===== config.mk =====
export PLATFORM = sky130hd
export DESIGN_NAME = binary_to_bcd_flat
export DESIGN_NICKNAME = d
export VERILOG_FILES = /design/src/rtl/binary_to_bcd_if.sv /design/src/rtl/binary_to_bcd.sv /design/src/flat_wrapper.sv
export SDC_FILE = /design/constraint.sdc
export NUM_CORES = 1
export LEC_CHECK = 0
export CORE_UTILIZATION = 45
export CTS_BUF_LIST = sky130_fd_sc_hd__clkbuf_8
export DETAILED_ROUTE_END_ITERATION = 8
export GPL_TIMING_DRIVEN = 0
export PLACE_DENSITY = 0.67
export SLEW_MARGIN = 20
export SYNTH_ARGS = -nofsm -noshare
export SYNTH_HDL_FRONTEND = slang
export SYNTH_SLANG_ARGS = --single-unit

===== constraint.sdc =====
create_clock -name i_clk -period 6 [get_ports i_clk]
set_input_delay 1.2 -clock i_clk [delete_from_list [all_inputs] [get_ports i_clk]]
set_output_delay 1.2 -clock i_clk [all_outputs]
set_load 0.02 [all_outputs]

===== src/rtl/binary_to_bcd_if.sv =====
// Request/result channel of the binary_to_bcd converter. The requester drives
// the binary value and its valid flag. The converter returns ready, the packed
// BCD word, the result pulse and the overflow flag.
interface binary_to_bcd_if #(
  parameter int BIN_WIDTH = 37,
  parameter int DIGITS    = 11
);
  logic [BIN_WIDTH-1:0] i_binData;
  logic                 i_valid;
  logic                 o_ready;
  logic [4*DIGITS-1:0]  o_bcdData;
  logic                 o_valid;
  logic                 o_overflow;

  modport master (
    output i_binData, i_valid,
    input  o_ready, o_bcdData, o_valid, o_overflow
  );

  modport slave (
    input  i_binData, i_valid,
    output o_ready, o_bcdData, o_valid, o_overflow
  );
endinterface


===== src/rtl/binary_to_bcd.sv =====
// Sequential double-dabble binary to packed-BCD converter. Each conversion
// takes one bit per cycle. The result saturates to all nines when the input
// has more than DIGITS decimal digits. Leading zeros can optionally be
// replaced by the blank code 4'hF for the segment driver.
module binary_to_bcd #(
  parameter int BIN_WIDTH     = 37,
  parameter int DIGITS        = 11,
  parameter bit BLANK_LEADING = 1'b1
) (
  input logic            i_clk,
  input logic            i_reset,
  binary_to_bcd_if.slave bus
);

  localparam int CNT_W = $clog2(BIN_WIDTH + 1);
  localparam int BCD_W = 4 * DIGITS;

  typedef enum logic [1:0] {IDLE, SHIFT, FINISH} state_t;

  // Largest value that fits in DIGITS decimal digits. It is computed wide
  // so that the comparison still holds when 10^DIGITS exceeds 2^BIN_WIDTH.
  function automatic logic [127:0] max_value();
    logic [127:0] p;
    p = 128'd1;
    for (int i = 0; i < DIGITS; i++) p = p * 128'd10;
    return p - 128'd1;
  endfunction

  localparam logic [127:0] MAX_VAL = max_value();

  state_t               state_q, state_d;
  logic [BIN_WIDTH-1:0] bin_q, bin_d;
  logic [BCD_W-1:0]     scratch_q, scratch_d;
  logic [CNT_W-1:0]     cnt_q, cnt_d;
  logic                 ovf_q, ovf_d;
  logic [BCD_W-1:0]     bcd_q, bcd_d;
  logic                 overflow_q, overflow_d;
  logic                 valid_q, valid_d;

  logic [BCD_W-1:0]     adjusted;
  logic [BCD_W-1:0]     result;
  logic                 seen_nonzero;

  // Double-dabble correction: every digit >= 5 gets +3 before the shift.
  // A digit is at most 9, so the corrected value fits in 4 bits.
  always_comb begin
    adjusted = scratch_q;
    for (int d = 0; d < DIGITS; d++) begin
      if (scratch_q[4*d +: 4] >= 4'd5) adjusted[4*d +: 4] = scratch_q[4*d +: 4] + 4'd3;
    end
  end

  // Output formatting: saturate on overflow, otherwise blank every digit
  // above the highest nonzero one. Digit 0 always shows.
  always_comb begin
    result       = scratch_q;
    seen_nonzero = 1'b0;
    for (int d = DIGITS - 1; d >= 1; d--) begin
      if (scratch_q[4*d +: 4] != 4'd0) seen_nonzero = 1'b1;
      if (BLANK_LEADING && !seen_nonzero) result[4*d +: 4] = 4'hF;
    end
    if (ovf_q) result = {DIGITS{4'h9}};
  end

  // Next-state and datapath logic for the IDLE -> SHIFT -> FINISH sequence.
  // NOTE: every signal gets a default first, so no path can infer a latch.
  always_comb begin
    state_d    = state_q;
    bin_d      = bin_q;
    scratch_d  = scratch_q;
    cnt_d      = cnt_q;
    ovf_d      = ovf_q;
    bcd_d      = bcd_q;
    overflow_d = overflow_q;
    valid_d    = 1'b0;
    case (state_q)
      IDLE: begin
        if (bus.i_valid) begin
          bin_d     = bus.i_binData;
          scratch_d = '0;
          cnt_d     = CNT_W'(BIN_WIDTH);
          ovf_d     = ({{(128 - BIN_WIDTH){1'b0}}, bus.i_binData} > MAX_VAL);
          state_d   = SHIFT;
        end
      end
      SHIFT: begin
        {scratch_d, bin_d} = {adjusted, bin_q} << 1;
        cnt_d = cnt_q - CNT_W'(1);
        if (cnt_q == CNT_W'(1)) state_d = FINISH;
      end
      FINISH: begin
        bcd_d      = result;
        overflow_d = ovf_q;
        valid_d    = 1'b1;
        state_d    = IDLE;
      end
      default: state_d = IDLE;
    endcase
  end

  // Control and visible outputs, with a synchronous reset.
  // NOTE: sequential state uses non-blocking assignments only.
  always_ff @(posedge i_clk) begin
    if (i_reset) begin
      state_q    <= IDLE;
      bcd_q      <= '0;
      overflow_q <= 1'b0;
      valid_q    <= 1'b0;
    end else begin
      state_q    <= state_d;
      bcd_q      <= bcd_d;
      overflow_q <= overflow_d;
      valid_q    <= valid_d;
    end
  end

  // Working registers for the conversion.
  // NOTE: these are left without reset. Each one is loaded on the accept edge
  // before it is read.
  always_ff @(posedge i_clk) begin
    bin_q     <= bin_d;
    scratch_q <= scratch_d;
    cnt_q     <= cnt_d;
    ovf_q     <= ovf_d;
  end

  assign bus.o_ready    = (state_q == IDLE) && !i_reset;
  assign bus.o_bcdData  = bcd_q;
  assign bus.o_valid    = valid_q;
  assign bus.o_overflow = overflow_q;

endmodule

===== src/flat_wrapper.sv =====
// flat-port wrapper written by rule: the top's interface ports become plain ports
module binary_to_bcd_flat 
#(
  parameter int BIN_WIDTH     = 37,
  parameter int DIGITS        = 11,
  parameter bit BLANK_LEADING = 1'b1
)
  (i_clk, i_reset, bus_i_binData, bus_i_valid, bus_o_ready, bus_o_bcdData, bus_o_valid, bus_o_overflow);
  binary_to_bcd_if #(.BIN_WIDTH(BIN_WIDTH), .DIGITS(DIGITS)) bus_i ();
  input logic i_clk;
  input logic i_reset;
  input wire logic [$bits(bus_i.i_binData)-1:0] bus_i_binData;
  input wire logic [$bits(bus_i.i_valid)-1:0] bus_i_valid;
  output wire logic [$bits(bus_i.o_ready)-1:0] bus_o_ready;
  output wire logic [$bits(bus_i.o_bcdData)-1:0] bus_o_bcdData;
  output wire logic [$bits(bus_i.o_valid)-1:0] bus_o_valid;
  output wire logic [$bits(bus_i.o_overflow)-1:0] bus_o_overflow;
  assign bus_i.i_binData = bus_i_binData;
  assign bus_i.i_valid = bus_i_valid;
  assign bus_o_ready = bus_i.o_ready;
  assign bus_o_bcdData = bus_i.o_bcdData;
  assign bus_o_valid = bus_i.o_valid;
  assign bus_o_overflow = bus_i.o_overflow;
  binary_to_bcd #(.BIN_WIDTH(BIN_WIDTH), .DIGITS(DIGITS), .BLANK_LEADING(BLANK_LEADING)) u_core (.i_clk(i_clk), .i_reset(i_reset), .bus(bus_i));
endmodule

---- After elaboration in Yosys (flattened, before gate mapping) ----
Cells that the tools add are included.
cells by class
  add/sub/neg operators ................... 12
  $lt $le $gt $ge ......................... 12
  equality and inequality tests ........... 5
  mux-type cells .......................... 42
  reduce and logical (&&, ||, !) cells .... 17
operator list
  kind                                                                                 number
  44-bit two-way mux                                                                   2
  44-bit one-hot mux with 2 select lines                                               1
  4-bit two-way mux                                                                    20
  37-bit one-hot mux with 2 select lines                                               1
  4-bit by 3-bit greater-or-equal comparator with 1-bit output, second input constant  11
  4-bit by 2-bit adder with 4-bit output, second input constant                        10
  4-bit nonzero test                                                                   10
  37-bit greater-than comparator, second input constant                                1
  37-bit two-way mux                                                                   1
  6-bit one-hot mux with 2 select lines                                                1
  1-bit two-way mux                                                                    11
  6-bit by 1-bit equality test with 1-bit output, second input constant                1
  6-bit two-way mux                                                                    1
  2-bit AND reduction                                                                  3
  6-bit by 1-bit subtractor with 6-bit output, second input constant                   1
  2-bit two-way mux                                                                    2
  2-bit one-hot mux with 2 select lines                                                1
  3-bit by 2-bit adder with 3-bit output, second input constant                        1
  3-bit two-way mux                                                                    1
  2-bit by 1-bit equality test with 1-bit output, second input constant                1
  2-bit equality test, second input constant                                           1
  2-bit logical NOT                                                                    1
  2-bit by 1-bit inequality test with 1-bit output, second input constant              1
  2-bit inequality test, second input constant                                         1
  3 further kinds                                                                      3
word-level totals
  register bits ........................... 136
  bits of input ports ..................... 40
  output and inout bits ................... 47
  logic and storage cells ................. 96

---- Depth between registers and ports, before layout ----
Gate-level depths: netlist of run 1.
  depth in word-level cells ............... 13
  mapped depth ............................ 6
  gate-level depth less buffers ........... 6

---- Worst setup path before layout of run 1 ----
No wires, ideal clock.
  path type ............................... input -> register
  start ................................... input bus_i_valid
  end ..................................... register u_core.bin_q[0] (enable)
  setup time .............................. 0.448 ns
  arrival ................................. 3.111 ns
  required time ........................... 5.552 ns
  setup slack ............................. 2.441 ns
  stages on the path ...................... 2
  path buffers ............................ 0
  cells stage by stage .................... nand2_1 nand2_1
on the way
  word-level cells in the longest chain between the ends .. 2
RTL lines
  item                             RTL line              text
  from (decl)                      flat_wrapper.sv:13    input wire logic [$bits(bus_i.i_valid)-1:0] bus_i_valid;
  2-bit inequality test (no line)  -
  2-bit AND reduction (no line)    -
  to (signal assigned)             binary_to_bcd.sv:121  bin_q <= bin_d;
  to (decl)                        binary_to_bcd.sv:32   logic [BIN_WIDTH-1:0] bin_q, bin_d;
Every way passes these cells.
A chain may end at the register's enable or synchronous reset.

---- Worst setup path after layout of run 1 ----
  start ................................... input i_reset
  end ..................................... output bus_o_ready
on the way
  word-level cells in the longest chain between the ends .. 2
RTL lines
  item               RTL line              text
  from (decl)        flat_wrapper.sv:11    input logic i_reset;
  1-bit logical NOT  binary_to_bcd.sv:127  assign bus.o_ready = (state_q == IDLE) && !i_reset;
  1-bit logical AND  binary_to_bcd.sv:127
  to (decl)          flat_wrapper.sv:14    output wire logic [$bits(bus_i.o_ready)-1:0] bus_o_ready;
Every way passes these cells.

==> flow_summary.json, run 1 <==
{
  "outcome": "completed",
  "firstDrtPassIters": 5,
  "antenna_found_initial": 0,
  "dp_cells": 939,
  "synthAdderAreaFrac": 0.0628,
  "synth-compound-area-share": 0.114,
  "worstMarginPinSlew_ns": 0.831,
  "slew_headroom": 0.446,
  "p_sw_uw": 598,
  "crit_path_end_kind": "primary output",
  "synth.distinct_cells": 46,
  "path_cells": "clkdlybuf4s50_1 > clkbuf_1 > nor3_1 > clkdlybuf4s50_1",
  "grt_max_degree": 48,
  "io_buffers": 86,
  "synth_seq_cells": 136,
  "dp_slack_ns": 1.97,
  "ys.flop_type": "edfxtp_1",
  "reg2reg_to": "u_core.scratch_q[15]",
  "wl_um": 15300,
  "synth.net_count": 745,
  "synth_mux_area_frac": 0,
  "min_from": "u_core.bus.o_bcdData[33]",
  "num_vias": 5226,
  "clkSinkCount": 136,
  "drive_gt1_frac": 0.0480,
  "combPwrFrac": 0.152,
  "setup_ws_ns": 1.98,
  "first_iter_violations": 327,
  "fin_cells": 971,
  "finalHoldViolations": 0,
  "coreArea_um2": 14000,
  "fp.dieArea_um2": 15100,
  "design_area_um2": 8070,
  "crit_fanout": 10,
  "area_delta_synth_final_pct": 22.7,
  "hp-class": "flip-flop to flip-flop",
  "postCtsSetupRepairBufs": 0,
  "hold_path_depth": 2,
  "rows": 43,
  "cp_common_cell": "clkdlybuf4s50_1",
  "async_reset_ff_frac": 0,
  "synth_cells": 672,
  "skew_ns": 0.0119,
  "io_pins": 87,
  "grt_pass1_wl_um": 24400,
  "cap_violations": 0,
  "synth-edff-count": 88,
  "seqPwrFrac": 0.517,
  "slowest_delay_ns": 0.56,
  "path_clk_slew_ns": 0.07,
  "power_mw": 2.22,
  "clock.fmax_ghz": 0.249,
  "ctsHtreeMaxLevel": 4,
  "clockRootBuffer": "clkbuf_8",
  "finalNetCount": 851,
  "placed_area_um2": 7680,
  "place.gp.congestion": 0.868,
  "pwr-share-clk": 0.331,
  "syn_avg_cell_area_um2": 9.78,
  "slowest_stage": "clkdlybuf4s50_1",
  "drc": 0,
  "start_kind": "input port",
  "cts_buffer_depth": 2,
  "reg2reg_from": "u_core.state_q[1]",
  "grt_pass1_vias": 5036,
  "rrSetupSlack_ns": 2.99,
  "final_max_slew_viol_count": 0,
  "hold_ws_ns": 0.438,
  "path_class": "input port to primary output",
  "numCtsBuffers": 17,
  "synth_area_um2": 6570,
  "synthSimpleGateAreaFrac": 0.208,
  "p_int_mw": 1.63,
  "yosysWarnings": 0,
  "wl_per_cell_um": 15.7,
  "vias_per_cell": 5.38,
  "ant_nets": 0,
  "critPathArrivalTime_ns": 2.82,
  "layout_min_cycle_time_ns": 4.02,
  "synth_top_family_by_area": "simple AND/OR/NAND/NOR gates",
  "die_h_um": 123,
  "rsz0062_at_grt": "no",
  "cts_tree": "done",
  "yosysSeqAreaShare": 0.548,
  "hold_end": "u_core.bus.o_bcdData[33]",
  "hold_buffers": 0,
  "grtUsageTotal": 0.216,
  "leakage_nw": 3.09,
  "synth_xor_area_frac": 0.0333,
  "n_antenna_cell": 0,
  "powerDensity_nw_per_um2": 276,
  "overflow": 0,
  "tns_ns": 0,
  "worst_ir_drop_vdd_mv": 0.128,
  "setup_viol": 0,
  "cts_resized": 0,
  "chipWidth_um": 123,
  "required_ns": 4.80,
  "clock_latency_ns": 0.44,
  "start_util": 0.468,
  "dp_hpwl_um": 11000,
  "min_period_over_period": 0.670,
  "swShare": 0.269,
  "final_core_util": 0.574,
  "worstRegToRegCells": 5
}
==> worst max path at each step <==
stage / slack [ns] / end / from / cells past startpoint
floorplan: 2.44 / u_core.bin_q[0] / bus_i_valid / 2
global placement: 0.73 / u_core.bin_q[6] / u_core.state_q[1] / 4
detailed placement: 1.97 / bus_o_ready / i_reset / 4
CTS: 1.97 / bus_o_ready / i_reset / 4
global route: 1.94 / bus_o_ready / i_reset / 4
finish: 1.98 / bus_o_ready / i_reset / 4
==> cell families after synthesis <==
group	Yosys count
AOI/OAI and AO/OA	129
xor gates and xnor gates	25
adders and majority gates	33
buffers and inverters	57
DFF	136
and+or+nand+nor	292
==> area by class of cell <==
type	count	area (um^2)
Sequential cell	136	3600
Fill cell	1235	5980
Tap cell	180	225
Timing Repair Buffer	87	881
Inverter	30	113
Clock buffer	17	234
Buffer	27	103
Clock inverter	15	146
Multi-Input combinational cell	479	2760
==> power by group through the flow <==
stage | clock [mW] | sequential, mW | combinational [mW]
4_1_cts | 0.750 | 1.15 | 0.340
2_1_floorplan | 0 | 1.16 | 0.233
5_1_grt | 0.788 | 1.16 | 0.378
6_report | 0.737 | 1.15 | 0.337
3_5_place_dp | 0 | 1.17 | 0.338
3_3_place_gp | 0 | 1.17 | 0.317
==> worst max-delay path, delay by kind of cell <==
kind | cells | cell delay, ns
buf+inv | 3 | 1.49
simple gates | 1 | 0.12
==> cell usage after synthesis, drive strengths merged, types with 6 or more instances <==
cell / n / area share
nand2: 157 / 0.090
edfxtp: 88 / 0.40
dfxtp: 48 / 0.15
a21oi: 46 / 0.035
nor2: 46 / 0.026
o21ai: 41 / 0.031
ha: 33 / 0.063
inv: 30 / 0.017
clkbuf: 23 / 0.013
nor3: 22 / 0.017
xnor2: 15 / 0.020
nand2b: 13 / 0.012
nor2b: 13 / 0.012
a211oi: 12 / 0.014
xor2: 10 / 0.013
a22oi: 8 / 0.0091
nand4: 6 / 0.0080
nor4: 6 / 0.0080
or3: 6 / 0.0059
or3b: 6 / 0.0084
==> placed cells by master (no fill, tap or decap), types with 13 or more instances in the layout <==
| master | count |
|---|---|
| a21oi_1 | 46 |
| clkbuf_1 | 23 |
| clkbuf_8 | 17 |
| clkdlybuf4s50_1 | 86 |
| dfxtp_1 | 48 |
| edfxtp_1 | 88 |
| ha_1 | 33 |
| inv_1 | 35 |
| nand2_1 | 156 |
| nand2b_1 | 13 |
| nor2_1 | 46 |
| nor2b_1 | 13 |
| nor3_1 | 22 |
| o21ai_0 | 41 |
| xnor2_1 | 15 |
==> metal layers <==
| metal | track usage | part of all wire | vias up |
|---|---|---|---|
| met3 | 0.0423 | 0.048 | 13 |
| met5 | 0 | 0 | - |
| met4 | 0.0732 | 0.0094 | 0 |
| li1 | - | - | 2548 |
| met2 | 0.374 | 0.50 | 142 |
| met1 | 0.267 | 0.44 | 2523 |
==> state kept, by name, indices dropped and copies added (netlist names) <==
name                   flops
u_core.bus.o_valid         1
u_core.cnt_q               6
u_core.bus.o_bcdData      44
u_core.ovf_q               1
u_core.scratch_q          44
u_core.state_q             2
u_core.bus.o_overflow      1
u_core.bin_q              37
Power figures use the tool's default switching activity.
==> run 2, diff against run 1 <==
==> constraint.sdc (replaced) <==
create_clock -name i_clk -period 3.85 [get_ports i_clk]
set_input_delay 0.77 -clock i_clk [delete_from_list [all_inputs] [get_ports i_clk]]
set_output_delay 0.77 -clock i_clk [all_outputs]
set_load 0.02 [all_outputs]
==> results of run 2 <==
Same layout as run 1 (identical final DEF). Status: completed.
Among the figures that moved: setup slack after placement 1.97 ns -> 0.675 ns; setup slack after layout 1.98 ns -> 0.688 ns; register-to-register setup slack 2.99 ns -> 0.84 ns; total power 2.22 mW -> 3.47 mW; worst IR drop on VDD 0.128 mV -> 0.200 mV
